==> src/rtl/keypad_scan.sv <==
// 4x4 matrix keypad scanner: drives one column at a time, synchronizes and
// debounces the rows, and presents the single stable key as a one-hot code.
module keypad_scan #(
  parameter int SCAN_DIV = 4,
  parameter int DEBOUNCE = 4
) (
  input  logic       clock,
  input  logic       reset,
  input  logic [3:0] row_in,
  output logic [3:0] col_out,
  output logic [7:0] conv8,
  output logic       key_valid,
  output logic       key_release
);

  localparam int DW = (SCAN_DIV > 1) ? $clog2(SCAN_DIV) : 1;
  localparam int CW = $clog2(DEBOUNCE + 1);
  localparam logic [DW-1:0] DWELL_LAST = DW'(SCAN_DIV - 1);
  localparam logic [CW-1:0] CNT_DONE   = CW'(DEBOUNCE);

  typedef enum logic [1:0] {
    ST_SCAN     = 2'd0,
    ST_DEBOUNCE = 2'd1,
    ST_HELD     = 2'd2
  } state_t;

  state_t          state_q, state_d;
  logic [3:0]      sync1_q, sync1_d;
  logic [3:0]      row_s_q, row_s_d;
  logic [3:0]      col_q, col_d;
  logic [DW-1:0]   dwell_q, dwell_d;
  logic [CW-1:0]   match_q, match_d;
  logic [CW-1:0]   rel_q, rel_d;
  logic [3:0]      cand_row_q, cand_row_d;
  logic [3:0]      cand_col_q, cand_col_d;
  logic [7:0]      conv8_q, conv8_d;
  logic            valid_q, valid_d;
  logic            release_q, release_d;

  logic            row_one_hot;
  logic [3:0]      col_next;

  assign row_one_hot = (row_s_q != 4'd0) && ((row_s_q & (row_s_q - 4'd1)) == 4'd0);
  assign col_next    = {col_q[2:0], col_q[3]};

  always_ff @(posedge clock or posedge reset) begin
    if (reset) begin
      state_q    <= ST_SCAN;
      sync1_q    <= 4'd0;
      row_s_q    <= 4'd0;
      col_q      <= 4'b0001;
      dwell_q    <= '0;
      match_q    <= '0;
      rel_q      <= '0;
      cand_row_q <= 4'd0;
      cand_col_q <= 4'd0;
      conv8_q    <= 8'h00;
      valid_q    <= 1'b0;
      release_q  <= 1'b0;
    end else begin
      state_q    <= state_d;
      sync1_q    <= sync1_d;
      row_s_q    <= row_s_d;
      col_q      <= col_d;
      dwell_q    <= dwell_d;
      match_q    <= match_d;
      rel_q      <= rel_d;
      cand_row_q <= cand_row_d;
      cand_col_q <= cand_col_d;
      conv8_q    <= conv8_d;
      valid_q    <= valid_d;
      release_q  <= release_d;
    end
  end

  always_comb begin
    state_d    = state_q;
    sync1_d    = row_in;
    row_s_d    = sync1_q;
    col_d      = col_q;
    dwell_d    = dwell_q;
    match_d    = match_q;
    rel_d      = rel_q;
    cand_row_d = cand_row_q;
    cand_col_d = cand_col_q;
    conv8_d    = conv8_q;
    valid_d    = 1'b0;
    release_d  = 1'b0;
    case (state_q)
      ST_SCAN: begin
        if (dwell_q == DWELL_LAST) begin
          dwell_d = '0;
          if (row_one_hot) begin
            cand_row_d = row_s_q;
            cand_col_d = col_q;
            match_d    = CW'(1);
            state_d    = ST_DEBOUNCE;
          end else begin
            col_d = col_next;
          end
        end else begin
          dwell_d = dwell_q + DW'(1);
        end
      end
      ST_DEBOUNCE: begin
        if (row_s_q == cand_row_q) begin
          if (match_q + CW'(1) == CNT_DONE) begin
            conv8_d = {cand_col_q, cand_row_q};
            valid_d = 1'b1;
            match_d = '0;
            rel_d   = '0;
            state_d = ST_HELD;
          end else begin
            match_d = match_q + CW'(1);
          end
        end else begin
          // Abandon this candidate and move on rather than re-dwelling here.
          match_d = '0;
          col_d   = col_next;
          dwell_d = '0;
          state_d = ST_SCAN;
        end
      end
      ST_HELD: begin
        if (row_s_q != cand_row_q) begin
          if (rel_q + CW'(1) == CNT_DONE) begin
            conv8_d   = 8'h00;
            release_d = 1'b1;
            col_d     = 4'b0001;
            dwell_d   = '0;
            rel_d     = '0;
            state_d   = ST_SCAN;
          end else begin
            rel_d = rel_q + CW'(1);
          end
        end else begin
          rel_d = '0;
        end
      end
      default: state_d = ST_SCAN;
    endcase
  end

  always_comb begin
    col_out     = col_q;
    conv8       = conv8_q;
    key_valid   = valid_q;
    key_release = release_q;
  end

endmodule

==> config.mk <==
export PLATFORM = sky130hd
export DESIGN_NAME = keypad_scan
export DESIGN_NICKNAME = d
export VERILOG_FILES = /design/src/rtl/keypad_scan.sv
export SDC_FILE = /design/constraint.sdc
export NUM_CORES = 1
export LEC_CHECK = 0
export ABC_AREA = 1
export BUFFER_PORTS_ARGS = -buffer_cell sky130_fd_sc_hd__buf_4
export CAP_MARGIN = 20
export CORE_MARGIN = 2
export CORE_UTILIZATION = 33
export DETAILED_ROUTE_END_ITERATION = 6
export PLACE_DENSITY_LB_ADDON = 0.08
export REMOVE_ABC_BUFFERS = 1
export SLEW_MARGIN = 40
export SYNTH_ARGS = -nofsm -noshare
export SYNTH_HDL_FRONTEND = slang
export SYNTH_SLANG_ARGS = --single-unit
==> constraint.sdc <==
create_clock -name clock -period 2.1 [get_ports clock]
set_input_delay 0.105 -clock clock [delete_from_list [all_inputs] [get_ports clock]]
set_output_delay 0.105 -clock clock [all_outputs]
set_load 0.05 [all_outputs]
# ---- After elaboration in Yosys (flattened, before gate mapping)
# Index checks and enable logic that the tools add are counted.
dict set report word_totals {
  mem_bits_ro 0
  inputBits 6
  regBits 40
  latchBits 0
  output_inout_bits 14
  n_memories 0
  mem_bits_rw 0
}
dict set report classes {
  muxes 37
  div 0
  n_addsub 4
  multipliers 0
  bitwise 1
  eq_ne 16
  shifts 0
  n_lt_le_gt_ge 0
  n_reduce_logical 14
}
# cell count
set ops {}
lappend ops {{$mux 8} 4}
lappend ops {{$mux 3} 8}
lappend ops {{$mux 4} 5}
lappend ops {{$mux 2} 8}
lappend ops {{$ne 2x2->1 const B} 8}
lappend ops {{$pmux 8 s2} 1}
lappend ops {{$pmux 2 s3} 2}
lappend ops {{$pmux 3 s2} 2}
lappend ops {{$pmux 4 s3} 1}
lappend ops {{$reduce_and 5->1} 2}
lappend ops {{$reduce_and 3->1} 3}
lappend ops {{$add 3x1->3 const B} 2}
lappend ops {{$eq 3x3->1 const B} 2}
lappend ops {{$mux 1} 6}
lappend ops {{$reduce_and 6->1} 1}
lappend ops {{$and 4x4->4} 1}
lappend ops {{$eq 2x2->1 const B} 2}
lappend ops {{$eq 4x4->1} 1}
lappend ops {{$logic_not 4->1} 1}
lappend ops {{$ne 4x4->1} 1}
lappend ops {{$reduce_and 4->1} 1}
lappend ops {{$reduce_bool 2->1} 2}
lappend ops {{$reduce_bool 4->1} 1}
lappend ops {{$sub 4x1->4 const B} 1}
lappend ops {{other kinds (6)} 6}

# ---- Longest topological paths before layout
# Gate-level depths: netlist (run 1).
dict set report logic_depth {
  ltp_word 7
  mapped_depth 10
}

# ---- Least setup slack after synthesis (run 1)
# OpenSTA, ideal clock, no wires.
dict set report synth_path {
  path_type {reg-to-reg}
  start {register match_q[0]}
  end {register conv8_q[0] (netlist: conv8[0])}
  path_buffers 1
  path_stages_with_launch 9
  path_slack_ps 622
  setup_ps 122
  arrival_ps 1356
  period_less_slack_ps 1478
  path_cell_list {dfrtp_1 -> ha_1 -> nand2_1 -> nand3_1 -> o21ai_1 -> nand2_2 -> buf_6 -> o21ai_1 -> nand2_1}
}
dict set report synth_via {
  elab_chain_cells 4
}
# element line
set synth_lines {}
lappend synth_lines {{start, declared} 32} ;# logic [CW-1:0] match_q, match_d;
lappend synth_lines {{start signal, assigned} 66} ;# match_q <= match_d;
lappend synth_lines {{$add 3x1->3} 107} ;# if (match_q + CW'(1) == CNT_DONE) begin
lappend synth_lines {{$eq 3x3->1} 107}
lappend synth_lines {{$ne 2x2->1 (no line)} n/a}
lappend synth_lines {{$reduce_and 5->1 (no line)} n/a}
lappend synth_lines {{end signal, assigned} 70} ;# conv8_q <= conv8_d;
lappend synth_lines {{end, declared} 36} ;# logic [7:0] conv8_q, conv8_d;
# Every way passes these cells.
# A chain may end at the register's enable or synchronous reset.

# ---- Worst setup path in the final report (run 1)
dict set report layout_path {
  start {register match_q[0]}
  end {register conv8_q[3] (netlist: conv8[3])}
}
# Same word-level chain as after synthesis.

==> impl_metrics.csv, run 1 <==
group,metric,value,unit
status,status,"completed",
synthesis,synth_top_area_cell,"dfrtp_1",
synthesis,yosys_warnings,0,
grt,grtUsageTotal,14.24,%
placed_design,gp_congestion,0.7365,
cts,numCtsBuffers,5,
pwr,internal_power,1.278,mW
synthesis,synthTopCellsByArea,"dfrtp_1 (50%), nand2_1 (17%), inv_1 (5.4%), ha_1 (5.1%), nor2_1 (3.6%)",
synthesis,synth-edff-count,0,
synthesis,seq_area_frac_synth,51.08,%
layout,nets,289,
critical_path,arrival,1.96,ns
cts,clk_latency,0.29,ns
cts,cts_tree,"done",
placed_design,hpwl,2.968,mm
grt,grt_max_degree,41,
layout,diodes,0,
cts,htreeDepth,2,
synthesis,ys_seq_elements,40,
sta,setup_tns,0,ns
pwr,total_power,1.987,mW
cts,clk_pin_slew,0.08,ns
synthesis,synthCells,246,
sta,finalSetupViolations,0,
cts,cts_setup_buffers,0,
pwr,combPwrFrac,28.7,%
route,drtIter0Drc,85,
placed_design,dp_slack,0.3569,ns
floorplan,die_w,81.11,um
floorplan,start_util,33.73,%
sta,slew-limit-headroom,65.89,%
placed_design,dp_cells,338,
pwr,p_seq_share,45.8,%
sta,hold_violations,0,
synthesis,syn_area_per_cell,7.975,um2
layout,drive_gt1_share,15.58,%
synthesis,async_flop_share,100.0,%
sta,fin_crit_sh,82.36,%
floorplan,placementRows,28,
critical_path,startpoint_type,"register",
route,routed-via-count,1568,
pwr,switching_power,0.7091,mW
placed_design,port_buffers,19,
pwr,worst_ir_drop_vdd,0.3330,mV
route,vias_per_cell,4.467,
layout,area_growth,18.81,%
floorplan,chipHeight,81.11,um
grt,gr-total-overflow,0,
layout,finalNonFillerCells,351,
job,max-cap-violations,0,
route,firstDrtPassIters,4,
sta,period_minus_slack,1.729,ns
floorplan,coreArea,5816,um2
floorplan,ioPinCount,20,
cts,root_buffer,"clkbuf_8",
layout,postLayoutCellArea,2331,um2
synthesis,synth_common_cells,"nand2_1 (89), dfrtp_1 (39), inv_1 (28)",
sta,clock_skew,0.008694,ns
route,ant_nets,0,
grt,grt_pass1_vias,1548,
critical_path,cp-end-kind,"register",
critical_path,crit_type,"register to register",
synthesis,netlist.area_leader.share,49.74,%
cts,clock-sinks,40,
critical_path,cp.required,2.33,ns
route,wl_per_cell,11.39,um
synthesis,synth_ff_type,"dfrtp_1",
sta,worstMarginPinSlew,0.5117,ns
floorplan,fp.dieArea,6578,um2
sta,fmax,578.2,MHz
placed_design,placed_area,2193,um2
synthesis,synth_cell_types,20,
route,drc,0,
route,wl,3.998,mm
pwr,power_frac_clock,25.5,%
sta,finalMaxSlewViolations,0,
critical_path,critPathMaxFanout,15,
pwr,power_switching_share,35.69,%
cts,cts_buffer_depth,2,
sta,rsz0062_at_grt,"false",
grt,grt_pass1_wl,7.100,mm
pwr,power.density,852.5,nW/um2
synthesis,yosysMostFrequentCell,"nand2_1",
sta,setup_slack,0.3705,ns
pwr,leakage,1.272,nW
synthesis,syn-cell-area,1962,um2
grt,antenna_found_initial,0,
hold_path,holdCritPathClass,"register to register",
## routing by layer
metal	GRT usage, %	vias up	share of wire, %
met5	0	-	0
met4	5.254	0	1.5
met3	3.444	7	3.4
met2	23.22	19	47
met1	18.37	724	49
li1	-	818	-
## kinds of logic after synthesis
kind of cell	after synthesis	synth area share [%]
and+or+nand+nor	133	28.89
buffers and inverters	36	7.334
adders and majority gates	8	5.102
AOI/OAI and AO/OA	28	7.143
DFF	40	51.08
xor gates and xnor gates	1	0.4465
## stage by stage
| stage | hold slack [ns] | util (%) |
|---|---|---|
| floorplan | 0.1364 | - |
| global placement | 0.2151 | 37.72 |
| detailed placement | 0.2153 | 37.72 |
| CTS | 0.3570 | 40.08 |
| global route | 0.3605 | 40.08 |
| finish | 0.3523 | 40.08 |
## path summary, 6_finish.rpt
kind | startpoint | endpoint | slack (ns) | cells after the start
setup / recovery | match_q[0]$_DFFE_PP0P_ | conv8[3]$_DFFE_PP0P_ | 0.37 | 8
hold / removal | row_s_d[2]$_DFF_PP0_ | row_s_q[2]$_DFF_PP0_ | 0.35 | 0
setup reg to reg | match_q[0]$_DFFE_PP0P_ | conv8[3]$_DFFE_PP0P_ | 0.37 | 8
hold reg to reg | row_s_d[2]$_DFF_PP0_ | row_s_q[2]$_DFF_PP0_ | 0.35 | 0
max in group asynchronous | reset | col_out[0]$_DFFE_PP1P_ | 1.23 | 4
min in group asynchronous | reset | conv8[3]$_DFFE_PP0P_ | 0.50 | 4
## registers in the layout, summed over array words and instances (netlist names)
signal and count:
col_out 4, dwell_q 2, rel_q 3, row_s_q 4
cand_col_q 4, conv8 8, key_release 1, key_valid 1
match_q 3, cand_row_q 4, state_q 2, row_s_d 4
## final cells by class
type	count	area, um2
multi-input combinational	170	815.8
clock buffer	5	68.82
inverter	31	116.4
clock inverter	3	18.77
timing repair buffer	27	215.2
fill	616	3485
tap	75	93.84
sequential	40	1002
## power groups by stage
stage               Clock (mW)  Sequential, mW  Combinational [mW]
floorplan                    0           0.913               0.453
global placement             0           0.924               0.576
global route             0.570           0.924               0.681
finish                   0.506           0.911               0.570
CTS                      0.529           0.913               0.582
detailed placement           0           0.927               0.574
## worst max-delay path, stage by stage, from the launching register on
cell	delay, ns
dfrtp_1	0.42
ha_1	0.22
nand2_1	0.08
nand3_1	0.15
o21ai_1	0.19
nand2_2	0.22
nor2_4	0.24
nand2_1	0.08
nand2_1	0.07
## cells in the final DEF, fill, tap and decap left out
cell type and instances:
a21oi_1 1, buf_4 22, clkbuf_8 5, clkinv_2 2, clkinv_4 1, dfrtp_1 39, dfstp_2 1, dlygate4sd3_1 5
ha_1 8, inv_1 28, inv_2 3, nand2_1 89, nand2_2 4, nand3_1 13, nand4_1 3, nand4_2 1
nor2_1 19, nor2_4 3, o21ai_0 14, o21ai_1 13, or2_2 1, xor2_1 1
## repair_timing
| action | in CTS | in global routing |
|---|---|---|
| hold buffers | 5 | 0 |
| setup endpoints to repair | 0 | 0 |
| gates resized for setup | 0 | 0 |
| hold endpoints to repair | 43 | 0 |
No activity file was read; power rests on OpenSTA's default activity.
==> run 2, diff against run 1 <==
--- a/config.mk
+++ b/config.mk
@@ -5,7 +5,7 @@
 export SDC_FILE = /design/constraint.sdc
 export NUM_CORES = 1
 export LEC_CHECK = 0
-export ABC_AREA = 1
+export ABC_AREA = 0
 export BUFFER_PORTS_ARGS = -buffer_cell sky130_fd_sc_hd__buf_4
 export CAP_MARGIN = 20
 export CORE_MARGIN = 2
==> constraint.sdc (replaced) <==
create_clock -name clock -period 1.7 [get_ports clock]
set_input_delay 0.085 -clock clock [delete_from_list [all_inputs] [get_ports clock]]
set_output_delay 0.085 -clock clock [all_outputs]
set_load 0.05 [all_outputs]
==> run 2 against run 1 <==
The flow now finishes with violations (setup timing). Sequential cell count did not move. Final cell count fell by 17%. Sequential share of layout area fell by 6.5 points. Count of clock-buffer cells in the layout did not move. Global-route usage fell by 0.35 points. Via count fell by 13%. Critical path depth fell by 3. Clock power rose by 59%. Combinational power rose to 2.9 times the previous value.
==> impl_metrics.csv, run 2 <==
group,metric,value,unit
layout,drive_gt1_share,51.83,%
route,drc,0,
placed_design,port_buffers,19,
synthesis,syn-cell-area,1897,um2
critical_path,cpPeakStageDelay,0.56,ns
cts,numCtsBuffers,5,
floorplan,chipHeight,79.82,um
synthesis,synth_cell_types,37,
grt,grt_pass1_vias,1390,
cts,root_buffer,"clkbuf_8",
critical_path,cp_cell_sequence,"xor2_4, or4_4, buf_6, or4_1, o22ai_1",
cts,clock-sinks,40,
critical_path,crit_buf_inv,1,
synthesis,seq_area_frac_synth,52.84,%
critical_path,startpoint_type,"register",
grt,antenna_found_initial,0,
cts,cts_tree,"done",
synthesis,synth_top_area_cell,"dfrtp_1",
cts,clk_pin_slew,0.08,ns
placed_design,gp_congestion,0.7798,
job,max-cap-violations,0,
route,vias_per_cell,4.700,
sta,period_minus_slack,2.025,ns
route,ant_nets,0,
pwr,leakage,1.271,nW
route,drtIter0Drc,47,
layout,seq_area,1006,um2
placed_design,dp_slack,-0.3758,ns
synthesis,ys_seq_elements,40,
sta,fmax,493.9,MHz
grt,grt_pass1_wl,6.637,mm
synthesis,yosys_warnings,0,
pwr,power.density,1383,nW/um2
synthesis,async_flop_share,100.0,%
hold_path,holdCritPathClass,"register to register",
sta,setup_slack,-0.3245,ns
sta,rsz0062_at_grt,"true",
sta,worstMarginPinSlew,0.5100,ns
sta,slew-limit-headroom,66.00,%
synthesis,synthTopCellsByArea,"dfrtp_1 (51%), mux2_4 (6.3%), mux2_2 (5.9%), ha_1 (5.3%), nor2b_1 (3.0%)",
sta,finalMaxSlewViolations,0,
critical_path,critPathMaxFanout,4,
floorplan,start_util,34.24,%
layout,postLayoutCellArea,2756,um2
route,wl_per_cell,13.47,um
critical_path,cp-end-kind,"register",
route,firstDrtPassIters,5,
cts,htreeDepth,2,
critical_path,path_delay_family,"simple AND/OR/NAND/NOR gates",
floorplan,coreArea,5540,um2
placed_design,hpwl,2.794,mm
synthesis,yosysMostFrequentCell,"dfrtp_1",
sta,clock_skew,0.007814,ns
status,violations,"setup timing",
layout,final_common_cell,"buf_4",
sta,setup_tns,-7.032,ns
cts,cts_buffer_depth,2,
layout,final_cell_mix,"buf_4 (56), dfrtp_1 (36), mux2_2 (10)",
cts,clk_latency,0.30,ns
floorplan,die_w,79.82,um
status,status,"finished, violations left",
pwr,worst_ir_drop_vdd,0.7742,mV
synthesis,synth_ff_type,"dfrtp_1",
layout,largest_reg_flops,8,
synthesis,synth-edff-count,0,
synthesis,syn_area_per_cell,12.90,um2
layout,nets,231,
grt,grt_max_degree,41,
placed_design,placed_area,2422,um2
grt,gr-total-overflow,0,
synthesis,synth_common_cells,"dfrtp_1 (39), mux2_2 (10), inv_1 (9), nor2b_1 (9)",
layout,area_growth,45.32,%
floorplan,fp.dieArea,6370,um2
layout,fill_cells,516,
critical_path,crit_type,"register to register",
floorplan,placementRows,27,
critical_path,cp_slowest_cell,"or4_4",
layout,multiInputGateArea,955.9,um2
grt,grtUsageTotal,13.89,%
route,wl,3.905,mm
layout,diodes,0,
sta,finalSetupViolations,30,
synthesis,netlist.area_leader.share,51.45,%
critical_path,arrival,2.24,ns
synthesis,synthCells,147,
sta,fin_crit_sh,119.1,%
sta,hold_violations,0,
floorplan,ioPinCount,20,
critical_path,cp.required,1.92,ns
route,routed-via-count,1363,
## run 2: layer usage
layer  up-vias  share of wire [%]  GRT usage [%]
met5         -                  0              0
met1       665                 49          18.04
met4         0                1.5          5.085
li1        668                  -              -
met3         6                3.3          3.846
met2        24                 46          22.18
## run 2: logic make-up (layout without fill, tap and decap cells)
kind of cell / after synthesis / count (layout) / share of synthesized area [%]
compound gates: 25 / 25 / 11.21
fa+ha+maj: 8 / 8 / 5.277
simple gates: 34 / 34 / 11.41
flops: 40 / 40 / 52.84
buf+inv: 13 / 84 / 2.705
mux: 20 / 20 / 13.32
xor+xnor: 7 / 7 / 3.232
## run 2: final cells by class
class / instances / area share (%)
timing repair buffer: 67 / 20.15
clock inverter: 3 / 1.680
multi-input combinational: 94 / 34.68
clock buffer: 5 / 2.497
sequential: 40 / 36.50
tap: 72 / 3.268
inverter: 9 / 1.226
## run 2: worst paths after layout
kind | startpoint | end | slack [ns] | cells past startpoint
setup reg to reg | cand_row_q[1]$_DFFE_PP0P_ | match_q[2]$_DFFE_PP0P_ | -0.32 | 5
min in group asynchronous | reset | row_s_d[2]$_DFF_PP0_ | 0.46 | 4
setup / recovery | cand_row_q[1]$_DFFE_PP0P_ | match_q[2]$_DFFE_PP0P_ | -0.32 | 5
hold / removal | row_s_d[0]$_DFF_PP0_ | row_s_q[0]$_DFF_PP0_ | 0.35 | 0
max in group asynchronous | reset | cand_row_q[1]$_DFFE_PP0P_ | 0.86 | 4
hold reg to reg | row_s_d[0]$_DFF_PP0_ | row_s_q[0]$_DFF_PP0_ | 0.35 | 0
## run 2: worst register-to-register path, delay by kind of cell, from the launching register on
family	cells	cell delay [ns]
simple gates	2	1.02
xor+xnor	1	0.20
buf+inv	1	0.15
flops	1	0.45
compound gates	1	0.12
## run 2: repair_timing
item,in CTS,in global routing
hold buffers,5,0
cloned,0,0
resized for setup,21,13
endpoints found under the setup margin,30,31
pin swaps,6,5
setup buffers,4,1
endpoints found under the hold margin,43,0
## run 2: metrics by stage
stage / total power [mW] / instances / hold WS [ns] / utilization (%)
floorplan: 2.203 / 143 / 0.1164 / -
global route: 4.057 / 290 / 0.3578 / 49.75
global placement: 2.731 / 272 / 0.1945 / 43.72
detailed placement: 2.783 / 272 / 0.1963 / 43.72
finish: 3.811 / 290 / 0.3533 / 49.75
CTS: 3.803 / 289 / 0.3554 / 48.64
## run 2: power breakdown
part           total, mW  switching (mW)  internal (mW)
sequential          1.35           0.176           1.17
clock              0.803           0.360          0.442
combinational       1.66           0.802          0.856
total               3.81            1.34           2.47
